--- src/rtl/game_sequencer.sv ---
// Shares the 7-segment display and four game buttons among NUM_GAMES games: splash, play, idle blank.
// Optional idle blanking is enabled by defining GAME_SEQ_IDLE_BLANK_EN.
module game_sequencer #(
    parameter int unsigned      NUM_GAMES     = 3,
    parameter int unsigned      CNT_W         = 24,
    parameter logic [CNT_W-1:0] SPLASH_CYCLES = CNT_W'(6_000_000),
    parameter logic [CNT_W-1:0] IDLE_CYCLES   = CNT_W'(15_000_000)
) (
    input  logic        clk,
    input  logic        rst_n,
    input  logic        switch_pulse,
    input  logic [3:0]  btn_pulse,
    input  logic [15:0] game_value,
    output logic [1:0]  game_sel,
    output logic [15:0] game_btn,
    output logic [3:0]  disp_value,
    output logic        splash_active,
    output logic        idle_active
);

    typedef enum logic [1:0] {
        SPLASH = 2'd0,
        PLAY   = 2'd1,
        IDLE   = 2'd2
    } state_t;

    localparam logic [1:0]       LAST_GAME   = 2'(NUM_GAMES - 1);
    localparam logic [CNT_W-1:0] SPLASH_LAST = SPLASH_CYCLES - CNT_W'(1);
    localparam logic [3:0]       BLANK       = 4'd12;

    state_t           state;
    logic [CNT_W-1:0] cnt;
    logic [1:0]       sel_next_c;
    logic [CNT_W-1:0] cnt_inc_c;

    assign sel_next_c = (game_sel == LAST_GAME) ? 2'd0 : game_sel + 2'd1;
    // Saturating increment so a long dwell can never wrap the counter
    assign cnt_inc_c  = (cnt == {CNT_W{1'b1}}) ? cnt : cnt + CNT_W'(1);

`ifdef GAME_SEQ_IDLE_BLANK_EN
    localparam logic [CNT_W-1:0] IDLE_LAST = IDLE_CYCLES - CNT_W'(1);
    logic btn_any_c;
    assign btn_any_c = |btn_pulse;
`else
    // Idle timeout does not exist in this build
    logic unused_idle_cycles;
    assign unused_idle_cycles = ^IDLE_CYCLES;
`endif

    // State, game selection and shared splash/idle counter
    always_ff @(posedge clk or negedge rst_n) begin
        if (!rst_n) begin
            state    <= SPLASH;
            game_sel <= 2'd0;
            cnt      <= '0;
        end else if (switch_pulse) begin
            state    <= SPLASH;
            game_sel <= sel_next_c;
            cnt      <= '0;
        end else begin
            case (state)
                SPLASH: begin
                    if (cnt == SPLASH_LAST) begin
                        state <= PLAY;
                        cnt   <= '0;
                    end else begin
                        cnt <= cnt_inc_c;
                    end
                end
                PLAY: begin
`ifdef GAME_SEQ_IDLE_BLANK_EN
                    if (btn_any_c) begin
                        cnt <= '0;
                    end else if (cnt == IDLE_LAST) begin
                        state <= IDLE;
                    end else begin
                        cnt <= cnt_inc_c;
                    end
`else
                    cnt <= '0;
`endif
                end
`ifdef GAME_SEQ_IDLE_BLANK_EN
                IDLE: begin
                    if (btn_any_c) begin
                        state <= PLAY;
                        cnt   <= '0;
                    end
                end
`endif
                default: begin
                    state <= SPLASH;
                    cnt   <= '0;
                end
            endcase
        end
    end

    // Display and button routing decoded from registered state and live inputs
    always_comb begin
        disp_value    = 4'd0;
        game_btn      = '0;
        splash_active = 1'b0;
        idle_active   = 1'b0;
        case (state)
            SPLASH: begin
                disp_value    = {2'b00, game_sel} + 4'd1;
                splash_active = 1'b1;
            end
            PLAY: begin
                disp_value = game_value[{game_sel, 2'b00} +: 4];
                if (!switch_pulse) begin
                    game_btn[{game_sel, 2'b00} +: 4] = btn_pulse;
                end
            end
`ifdef GAME_SEQ_IDLE_BLANK_EN
            IDLE: begin
                disp_value  = BLANK;
                idle_active = 1'b1;
            end
`endif
            default: begin
                disp_value = 4'd0;
            end
        endcase
    end

endmodule

--- config.mk ---
export PLATFORM = sky130hd
export DESIGN_NAME = game_sequencer
export DESIGN_NICKNAME = d
export VERILOG_FILES = /design/src/rtl/game_sequencer.sv
export SDC_FILE = /design/constraint.sdc
export NUM_CORES = 1
export LEC_CHECK = 0
export ABC_AREA = 1
export BUFFER_PORTS_ARGS = -buffer_cell sky130_fd_sc_hd__buf_4
export CAP_MARGIN = 0
export CELL_PAD_IN_SITES_DETAIL_PLACEMENT = 0
export CELL_PAD_IN_SITES_GLOBAL_PLACEMENT = 1
export CORE_MARGIN = 4
export CORE_UTILIZATION = 34
export CTS_CLUSTER_DIAMETER = 150
export DETAILED_ROUTE_END_ITERATION = 10
export PLACE_DENSITY = 0.76
export SYNTH_ARGS = -nofsm -noshare
export SYNTH_HDL_FRONTEND = slang
export SYNTH_SLANG_ARGS = --single-unit
--- constraint.sdc ---
create_clock -name clk -period 1.64 [get_ports clk]
set_input_delay 0.164 -clock clk [delete_from_list [all_inputs] [get_ports clk]]
set_output_delay 0.164 -clock clk [all_outputs]
set_load 0.02 [all_outputs]
==> run summary, run 1 <==
Slew Viols, Final - 0
Antenna Diode Count - 0
Fin. Hold Viols - 0
I/O pins - 47
synth top area cells - dfrtp_1 (31%), nor2_1 (15%), nand2_1 (13%), nand3_1 (6.2%), inv_1 (5.9%)
final setup fails - 29
EDFF count, synth - 0
violated checks - negative setup slack
initial antenna violation count - 0
Avg Cell Area, Syn - 6.50 µm²
clock buffer depth - 2
Site Rows - 28
area occupied by multi-input gates - 1580 µm²
clock slew at reported path FFs - 110 ps
GP Congestion - 0.845
Synth cell types - 35
nets - 441
Clk Tree Root Cell - clkbuf_8
cell taking the most area after synthesis - dfrtp_1
total CTS buffers - 3
TritonCTS Sinks - 27
Power Density - 544 nW/µm²
sequential area share after synthesis - 0.312
Fin Hold WS - 90.6 ps
effective utilization at floorplan - 0.357
post-DR vias/cell - 4.93
CP Capture Type - output pin
Detailed Route WL - 6780 µm
GR Util All Layers - 0.173
Die ar. - 7710 µm²
Post-Syn Area - 2160 µm²
Synthesis Warnings - 0
clock latency on the worst-skew pair - 290 ps
Pre-Repair DR Iteration Count - 4
Detail Route Antenna Nets - 0
Tmin final - 1740 ps
async set or reset register ratio after synthesis - 1.00
WS Path Type - flip-flop to output pin
Worst IR Drop VDD - 0.454 mV
Most used DFF post-synth - dfrtp_1
worst path cell trace - clkinv_4 -> ha_4 -> inv_6 -> nand4_1 -> buf_6 -> nor2_4 -> buf_6
setup repair after global routing missed its margin - yes
Worst Clk Skew - 11.3 ps
port buffer count - 45
crit-path max FO - 4
area delta synth->final - 49.5%
Core Region - 6060 µm²
Final WS setup - -98.9 ps
most frequent CP cell - buf_6
Crit path arrival time - 1570 ps
slowest stage delay, CP - 410 ps
wire per inst - 14.0 µm
Reg area - 682 µm²
drc violations - 0
Syn Inst Count - 333
filler instances - 594
TritonCTS clock tree - built
DRT iter0 DRCs - 123
max cap viols - 0
largest net degree at the start of global routing - 32
vias in the first global route - 2274
Worst Path Required - 1480 ps
final cycle utilization of the critical path - 1.06
Critical Path Start Type - flip-flop
Syn Nets - 364
Detailed Place HPWL - 4870 µm
Leak - 0.00152 µW
fmax - 0.575 GHz
total gr overflow - 0
TNS Setup - -1030 ps
share of cells above drive strength 1 - 0.369
Via Count - 2388
Yosys reg bits - 27
worst path bufs/invs - 4
Largest delay share family, worst path - buffers and inverters
top-area cell type share of the netlist area - 0.312
status - finished, violations left
most common cell in the synthesized netlist - nor2_1
Die W - 87.8 µm
CTS H-Tree Depth - 1
DIE HEIGHT - 87.8 µm
Worst path slowest cell - dfrtp_2
Hold Path Class - input port to flip-flop
Synth top cells by count - nor2_1 (84), nand2_1 (76), inv_1 (34), dfrtp_1 (27), nand3_1 (27)
global-route wire length before repair - 10600 µm
-- flip-flops by register name (all words and copies together) (netlist names) --
| name | flops |
|---|---|
| cnt | 24 |
| game_sel | 2 |
| state | 1 |
-- layout make-up --
class / instances / share of cell area
multi-input combinational: 263 / 0.487
sequential: 27 / 0.211
timing repair buffer: 79 / 0.208
inverter: 36 / 0.0503
tap: 75 / 0.0290
clock buffer: 3 / 0.0128
clock inverter: 1 / 0.00271
-- what timing repair did --
action                     CTS  global route
gates resized for setup     14            60
setup buffers                4             3
setup endpoints to repair   21            43
gates cloned                 0             3
pin swaps                    4            17
hold buffers                 1             0
hold endpoints to repair    27             0
-- per-layer routing --
metal | GRT usage | vias up | wire (µm)
met4 | 0.0293 | 0 | 23
li1 | - | 1229 | -
met1 | 0.242 | 1125 | 3120
met3 | 0.0310 | 2 | 235
met2 | 0.284 | 32 | 3410
met5 | 0 | - | 0
-- path summary, 6_finish.rpt --
| check | endpoint | cells past startpoint | slack (ps) | startpoint |
|---|---|---|---|---|
| setup reg to reg | cnt[12]$_DFFE_PN0P_ | 8 | -50 | cnt[16]$_DFFE_PN0P_ |
| min in group asynchronous | cnt[20]$_DFFE_PN0P_ | 2 | 320 | rst_n |
| hold reg to reg | cnt[4]$_DFFE_PN0P_ | 2 | 600 | cnt[4]$_DFFE_PN0P_ |
| hold / removal | state[0]$_DFFE_PN0P_ | 2 | 90 | switch_pulse |
| setup / recovery | game_btn[3] | 7 | -100 | game_sel[0]$_DFFE_PN0P_ |
| max in group asynchronous | cnt[8]$_DFFE_PN0P_ | 2 | 1030 | rst_n |
-- kinds of logic (layout without fill, tap and decap cells) --
logic type               Yosys count  count (layout)  share of synthesized area
AND/OR/NAND/NOR                  225             225                      0.473
flip-flops                        27              27                      0.312
adder cells (fa/ha/maj)            8               8                     0.0462
AO/OA/AOI/OAI                     29              29                     0.0763
buffers and inverters             43             119                     0.0902
other                              1               1                    0.00173
-- through the flow --
step	setup slack [ps]	util	area (µm²)	std cells	total power, µW
floorplan	-60.0	-	2220	333	1010
global placement	57.1	0.458	2770	469	1210
detailed placement	31.3	0.458	2770	469	1200
CTS	-104	0.482	2920	478	1720
global route	-175	0.534	3240	484	1870
finish	-98.9	0.534	3240	484	1760
-- layout by cell type, fill, tap and decap left out, types with 3 or more instances in the layout --
cell type and count:
o21ai_2 5, buf_4 67, clkbuf_8 3, nand4_1 16, nor3_4 3, nand2_2 4
dfrtp_2 5, dfrtp_1 22, nand2_1 68, nor2_1 71, buf_6 8, nor2_2 9
o21ai_1 4, a21oi_1 4, nor3_1 5, nor2_4 9, ha_1 4, nand3_2 12
o21ai_0 8, inv_1 31, nand2_4 6, nand3_1 15
-- power breakdown --
| group | leakage (µW) | switching, µW | internal, µW | total, µW |
|---|---|---|---|---|
| clock | 0.0000261 | 252 | 179 | 432 |
| sequential | 0.000364 | 21.8 | 684 | 706 |
| combinational | 0.00113 | 351 | 273 | 624 |
| total | 0.00152 | 625 | 1140 | 1760 |
No activity file was read; power rests on OpenSTA's default activity.
==> run 2: changes to the inputs <==
- CORE_UTILIZATION: 34 -> 41
- PLACE_DENSITY: 0.76 -> 0.82
- clock period: 1.64 -> 2.3 ns (I/O delays scaled with it)
==> run summary, run 2 (synthesis gave the netlist of run 1 again) <==
Tmin final - 2120 ps
leading cell type in the layout, fill and taps excluded - nor2_1
Top reg by flops - cnt
global-route wire length before repair - 9770 µm
Detail Route Antenna Nets - 0
max cap viols - 0
crit-path max FO - 12
Layout Cells excl Fill - 455
total CTS buffers - 3
nets - 417
Site Rows - 26
CP startpoint - game_sel[0]$_DFFE_PN0P_
I/O pins - 47
Fin Hold WS - 160 ps
Core Region - 5110 µm²
wire per inst - 12.6 µm
clock slew at reported path FFs - 100 ps
fmax - 0.471 GHz
Pre-Repair DR Iteration Count - 4
status - finished, final reports clean
final cycle utilization of the critical path - 0.923
Worst IR Drop VDD - 0.227 mV
Fin. Hold Viols - 0
largest net degree at the start of global routing - 32
Top Registers - cnt: 24 flops, game_sel: 2 flops, state: 1 flops
slowest stage delay, CP - 410 ps
wl on met1 - 2670 µm
DIE HEIGHT - 80.7 µm
Hold Path Class - input port to flip-flop
worst path cell trace - clkinvlp_4 -> ha_1 -> inv_1 -> nand4_1 -> nor2_1 -> buf_4
max FFs per register - 24
TNS Setup - 0 ps
TritonCTS Sinks - 27
CTS H-Tree Depth - 1
worst r2r src - cnt[0]$_DFFE_PN0P_
Slew Viols, Final - 0
Total Power - 1130 µW
Leak - 0.00127 µW
Die W - 80.7 µm
Worst Clk Skew - 9.34 ps
placed cells - 445
GR Util All Layers - 0.190
Final Instance Area - 2660 µm²
routed wl met2 - 2690 µm
Via Count - 2249
effective utilization at floorplan - 0.424
Worst Path Required - 2070 ps
drc violations - 0
CP Capture Type - output pin
area delta synth->final - 23.0%
top routing layer used - met4
setup repair after global routing missed its margin - no
wire length on met3 - 267 µm
Power Density - 424 nW/µm²
WS Path Type - flip-flop to output pin
Detailed Place HPWL - 4430 µm
Critical Path Start Type - flip-flop
commonest cells after routing, fill and taps aside - nor2_1 (84), nand2_1 (76), buf_4 (54), inv_1 (33), nand3_1 (27)
clock latency on the worst-skew pair - 280 ps
HP Start - switch_pulse
clock buffer depth - 2
Worst path slowest cell - dfrtp_1
GP Congestion - 0.841
share of cells above drive strength 1 - 0.195
post-DR vias/cell - 4.94
Crit path arrival time - 1890 ps
total gr overflow - 0
port buffer count - 45
Clk Tree Root Cell - clkbuf_8
final setup fails - 0
initial antenna violation count - 0
placed cell areas - 2560 µm²
DRT iter0 DRCs - 100
Die ar. - 6510 µm²
vias in the first global route - 2187
TritonCTS clock tree - built
Detailed Route WL - 5750 µm
Antenna Diode Count - 0
filler instances - 542
[run 2: area by class of cell]
type / instances / area, µm² / area share
sequential: 27 / 677 / 0.254
inverter: 36 / 143 / 0.0536
multi-input combinational: 263 / 1290 / 0.486
clock inverter: 1 / 5.00 / 0.00188
clock buffer: 3 / 41.3 / 0.0155
timing repair buffer: 55 / 415 / 0.156
tap: 70 / 87.6 / 0.0329
[run 2: metrics by stage]
step	utilization	setup slack (ps)
finish	0.521	178
global route	0.521	11.0
CTS	0.512	4.71
detailed placement	0.501	347
global placement	0.501	337
floorplan	-	262
[run 2: power by group]
| part | internal, µW | switching (µW) |
|---|---|---|
| registers | 487 | 17.2 |
| logic | 141 | 198 |
| clock network | 122 | 164 |
| total | 750 | 379 |
[run 2: what timing repair did]
item / 4_1_cts / 5_1_grt
endpoints found under the setup margin: 0 / 14
hold buffers: 1 / 0
gates resized for setup: 0 / 3
hold endpoints to repair: 27 / 0
buffers inserted: 0 / 5
[run 2: worst paths after layout]
check	cells after the start	slack [ps]	endpoint
setup / recovery	6	180	game_btn[1]
max in group asynchronous	2	1620	game_sel[1]$_DFFE_PN0P_
min in group asynchronous	2	390	cnt[11]$_DFFE_PN0P_
hold / removal	2	160	state[0]$_DFFE_PN0P_
setup reg to reg	7	350	cnt[21]$_DFFE_PN0P_
hold reg to reg	2	600	cnt[0]$_DFFE_PN0P_
[run 2: critical path, delay by kind of cell, from the launching register on]
kind	cells	cell delay [ps]
flip-flops	1	410
adder cells (fa/ha/maj)	1	380
buffers and inverters	3	510
AND/OR/NAND/NOR	2	320
[run 2: layer usage]
metal  vias to the layer above  global-route usage
li1                       1180                   -
met1                       986               0.243
met2                        71               0.323
met3                        12              0.0258
met4                         0              0.0693
met5                         -                   0
